`config.mk`:
```
export PLATFORM = sky130hd
export DESIGN_NAME = fetch_unit
export DESIGN_NICKNAME = d
export VERILOG_FILES = /design/src/rtl/fetch_unit.sv
export SDC_FILE = /design/constraint.sdc
export NUM_CORES = 1
export LEC_CHECK = 0
export ABC_AREA = 1
export CAP_MARGIN = 20
export CORE_MARGIN = 2
export CORE_UTILIZATION = 42
export DETAILED_ROUTE_END_ITERATION = 6
export PLACE_DENSITY_LB_ADDON = 0.12
export SYNTH_ARGS = -nofsm -noshare
export SYNTH_HDL_FRONTEND = slang
export SYNTH_SLANG_ARGS = --single-unit
```
`constraint.sdc`:
```
create_clock -name clk -period 3 [get_ports clk]
set_input_delay 0.9 -clock clk [delete_from_list [all_inputs] [get_ports clk]]
set_output_delay 0.9 -clock clk [all_outputs]
set_load 0.01 [all_outputs]
```
`src/rtl/fetch_unit.sv`:
```
// fetch_unit: LC2K fetch stage holding the PC, fetching over imem req/valid and handing instructions to decode.
// Define FETCH_HALT_STOP_EN to stop fetching after a consumed halt (opcode 3'b110).
module fetch_unit #(
    parameter int ADDR_W = 16,
    parameter int DATA_W = 32,
    parameter logic [ADDR_W-1:0] RESET_PC = '0
) (
    input  logic              clk,
    input  logic              reset,
    input  logic [ADDR_W-1:0] pc_next,
    input  logic              pc_load,
    output logic              imem_req,
    output logic [ADDR_W-1:0] imem_addr,
    input  logic              imem_rvalid,
    input  logic [DATA_W-1:0] imem_rdata,
    output logic              instr_valid,
    input  logic              instr_ready,
    output logic [DATA_W-1:0] instr,
    output logic [ADDR_W-1:0] instr_pc,
    output logic [ADDR_W-1:0] instr_pcplus1,
    output logic              halted
);
`ifdef FETCH_HALT_STOP_EN
    typedef enum logic [2:0] {IDLE, REQ, VALID, WAITPC, HALTED} state_t;
`else
    typedef enum logic [2:0] {IDLE, REQ, VALID, WAITPC} state_t;
`endif
    state_t state;
    logic [ADDR_W-1:0] pc;
    logic [ADDR_W-1:0] pendPc;
    logic pendValid;
    assign imem_addr = pc;
    assign instr_pcplus1 = instr_pc + 1'b1;
`ifndef FETCH_HALT_STOP_EN
    assign halted = 1'b0;
`endif
    always_ff @(posedge clk or posedge reset) begin
        if (reset) begin
            state <= IDLE;
            pc <= RESET_PC;
            pendPc <= '0;
            pendValid <= 1'b0;
            instr <= '0;
            instr_pc <= '0;
            imem_req <= 1'b0;
            instr_valid <= 1'b0;
`ifdef FETCH_HALT_STOP_EN
            halted <= 1'b0;
`endif
        end else begin
            case (state)
                IDLE: begin
                    state <= REQ;
                    imem_req <= 1'b1;
                end
                REQ: begin
                    if (pc_load) begin
                        pendPc <= pc_next;
                        pendValid <= 1'b1;
                    end
                    if (imem_rvalid) begin
                        instr <= imem_rdata;
                        instr_pc <= pc;
                        imem_req <= 1'b0;
                        instr_valid <= 1'b1;
                        state <= VALID;
                    end
                end
                VALID: begin
                    if (!instr_ready) begin
                        if (pc_load) begin
                            pendPc <= pc_next;
                            pendValid <= 1'b1;
                        end
                    end else begin
                        instr_valid <= 1'b0;
                        pendValid <= 1'b0;
`ifdef FETCH_HALT_STOP_EN
                        if (instr[24:22] == 3'b110) begin
                            state <= HALTED;
                            halted <= 1'b1;
                        end else
`endif
                        if (pc_load || pendValid) begin
                            pc <= pc_load ? pc_next : pendPc;
                            imem_req <= 1'b1;
                            state <= REQ;
                        end else begin
                            state <= WAITPC;
                        end
                    end
                end
                WAITPC: begin
                    if (pc_load) begin
                        pc <= pc_next;
                        imem_req <= 1'b1;
                        state <= REQ;
                    end
                end
                default: ;
            endcase
        end
    end
endmodule

```
==> out/metrics.yaml <==
outcome: "finished clean"
synth_area_leaders: "dfrtp_1, nand2_1, o21ai_0"
postSynthCellCount: 543
yosysWarnings: 0
worstSetupStartpoint: "instr_pc[1]$_DFFE_PP0P_"
nNetsFinal: 736
fin_crit_sh: 0.970
cp.arrival_ns: 2.01
clk_latency_ns: 0.35
rows: 35
synth_top_family_by_area: "simple AND/OR/NAND/NOR gates"
gr-total-overflow: 0
diodes: 0
syn_nets: 601
synthMuxAreaShare: 0
setup_slack_ns: 0.0887
dr.pass1.iters: 7
grt_pass1_vias: 3520
stdcell_count: 812
yosys.area_share.simple: 0.313
io_buffers: 134
skew_ns: 0.0135
power_frac_seq: 0.365
power.net_switching_w: 0.00220
synth_top_area_frac: 0.521
ys_seq_area_frac: 0.521
dp_hpwl_mm: 7.33
synth_cell_types: 24
grt_usage: 0.201
syn_area_per_cell_um2: 7.52
drt-vias-per-instance: 4.68
maxCapViolations: 0
dpl.cell_count: 791
cts_buffers: 9
area_delta_synth_final_pct: 41.9
reg2reg_depth: 6
pre_cts_ws_ns: 0.382
slew_headroom: 0.629
async_flop_share: 1.00
switching_share: 0.395
synth_area_leader_cell: "dfrtp_1"
crit_chain: "buf_4 > ha_4 > nand3_2 > inv_1 > nand2_1 > xnor2_1 > clkdlybuf4s50_1"
power_density_mw_per_mm2: 962
syn_area_mm2: 0.00409
combPwrFrac: 0.498
min_path_type: "register to register"
post-route-min-period_ns: 2.91
cp-end-kind: "output port"
grt_pass1_wl_mm: 16.6
antenna_found_initial: 0
cts_sinks: 85
num_vias: 3800
synth_seq_cells: 85
drt_iter0_markers: 159
avgRoutedWirePerCell_um: 12.8
rrSetupSlack_ns: 1.29
final_antenna_net_count: 0
fillers: 848
timing.hold.worst_path_depth: 2
grt_start_max_net_pins: 86
hp-start: "imem_req$_DFFE_PP0P_"
finalSetupViolCount: 0
setup_tns_ns: 0
place_area_mm2: 0.00553
ctsHtreeMaxLevel: 3
slowest_delay_ns: 0.55
critPathTopFamily: "buffers and inverters"
synth_most_common_cell: "nand2_1"
final_area_mm2: 0.00580
root_buffer: "clkbuf_8"
cp_max_fo: 3
p_int_w: 0.00337
die-area_mm2: 0.0105
drc_errors: 0
final_hold_viol_count: 0
worstMarginPinSlew_ns: 0.555
worst_setup_path_start_kind: "register"
synth_edf_count: 0
clk_path_buf_depth: 2
place.gp.congestion: 0.925
reg2reg_from: "state[0]$_DFFE_PP0P_"
r2r_end: "imem_addr[2]$_DFFE_PP0P_"
die_w_um: 103
netlist_top_cells_count: "nand2_1, dfrtp_1, inv_1, o21ai_0"
drive_gt1_frac: 0.0761
synth-adder-area-share: 0.0153
drt-total-wl_mm: 10.4
clk_pin_slew_ns: 0.08
worstPathRequired_ns: 2.10
fin_hold_ws_ns: 0.482
fp.dieH_um: 103
crit_path_top_delay_cell: "clkdlybuf4s50_1"
ys.flop_type: "dfrtp_1"
cts_tree: "done"
crit_type: "register to output port"
leakage_nw: 2.84
synth-compound-area-share: 0.0652
synth_xor_area_frac: 0.0150
maxSlewViolCount: 0
pwr-share-clk: 0.137
initial_utilization: 0.438
peakVddDrop_v: 0.000414
hold_end: "imem_req$_DFFE_PP0P_"
pin_count: 136
critPathBufInv: 3
clock.fmax_mhz: 343
core_mm2: 0.00933
[placed cells by master, fill, tap and decap left out, types with 5 or more instances in the layout]
| cell | instances |
|---|---|
| nand3_1 | 7 |
| dfrtp_2 | 5 |
| clkbuf_8 | 10 |
| nand2_2 | 6 |
| buf_4 | 12 |
| clkdlybuf4s50_1 | 133 |
| dfrtp_1 | 80 |
| nand2_1 | 298 |
| nor2_1 | 12 |
| inv_1 | 35 |
| o21ai_1 | 17 |
| o21ai_0 | 29 |
[state kept, by name (all words and copies together), names as in the netlist]
register	cells
pendValid	1
instr_pc	16
instr	32
imem_addr	16
instr_valid	1
pendPc	16
imem_req	1
state	2
[timing repair]
item / 4_1_cts / 5_1_grt
endpoints found under the hold margin: 0 / 0
gates resized for setup: 0 / 16
buffers inserted: 1 / 4
endpoints found under the setup margin: 1 / 9
pin swaps: 0 / 2
hold buffers: 0 / 0
[cell type report]
type | count | area (um^2) | share of cell area
Sequential cell | 85 | 2130 | 0.368
Multi-Input combinational cell | 395 | 1710 | 0.295
Timing Repair Buffer | 147 | 1450 | 0.251
Tap cell | 129 | 161 | 0.0278
Inverter | 40 | 154 | 0.0265
Clock buffer | 10 | 138 | 0.0237
Clock inverter | 6 | 47.5 | 0.00820
[routing by layer]
| layer | vias up | track usage | routed length [um] |
|---|---|---|---|
| met5 | - | 0 | 0 |
| met4 | 0 | 0.0513 | 91 |
| met3 | 8 | 0.0434 | 499 |
| met2 | 96 | 0.321 | 4900 |
| met1 | 1775 | 0.280 | 4900 |
| li1 | 1921 | - | - |
[power groups by stage]
| stage | sequential, W | combinational (W) | clock (W) |
|---|---|---|---|
| 2_1_floorplan | 0.00217 | 0.00123 | 0 |
| 3_3_place_gp | 0.00202 | 0.00268 | 0 |
| 3_5_place_dp | 0.00205 | 0.00272 | 0 |
| 4_1_cts | 0.00203 | 0.00275 | 0.000780 |
| 5_1_grt | 0.00209 | 0.00311 | 0.000840 |
| 6_report | 0.00203 | 0.00278 | 0.000763 |
[logic make-up (layout without fill, tap and decap cells)]
| family | Yosys count | count (layout) |
|---|---|---|
| xor gates and xnor gates | 7 | 7 |
| AOI/OAI and AO/OA | 50 | 50 |
| and+or+nand+nor | 332 | 332 |
| adders and majority gates | 5 | 5 |
| other | 1 | 1 |
| buffers and inverters | 63 | 203 |
| DFF | 85 | 85 |
[metrics by stage]
stage                     total power [W]  utilization
after global placement            0.00471        0.593
after floorplan                   0.00340            -
final                             0.00558        0.621
after CTS                         0.00555        0.614
after global routing              0.00604        0.621
after detailed placement          0.00477        0.593
[worst max-delay path by stage]
stage                     slack [ns]  depth (start not counted)                 to
after floorplan                 0.91                          4   instr_pcplus1[6]
after global placement          0.43                          8  instr_pcplus1[10]
after detailed placement        0.38                          8  instr_pcplus1[10]
after CTS                       0.02                          8  instr_pcplus1[10]
after global routing           -0.02                          7   instr_pcplus1[8]
final                           0.09                          7   instr_pcplus1[8]
[worst register-to-register path, cell delays in order (launching register included)]
cell	delay (ns)
dfrtp_1	0.43
ha_1	0.42
inv_1	0.38
nand2_1	0.16
nand2_1	0.09
nand2_1	0.08
nand2_1	0.05
Power figures use the tool's default switching activity.
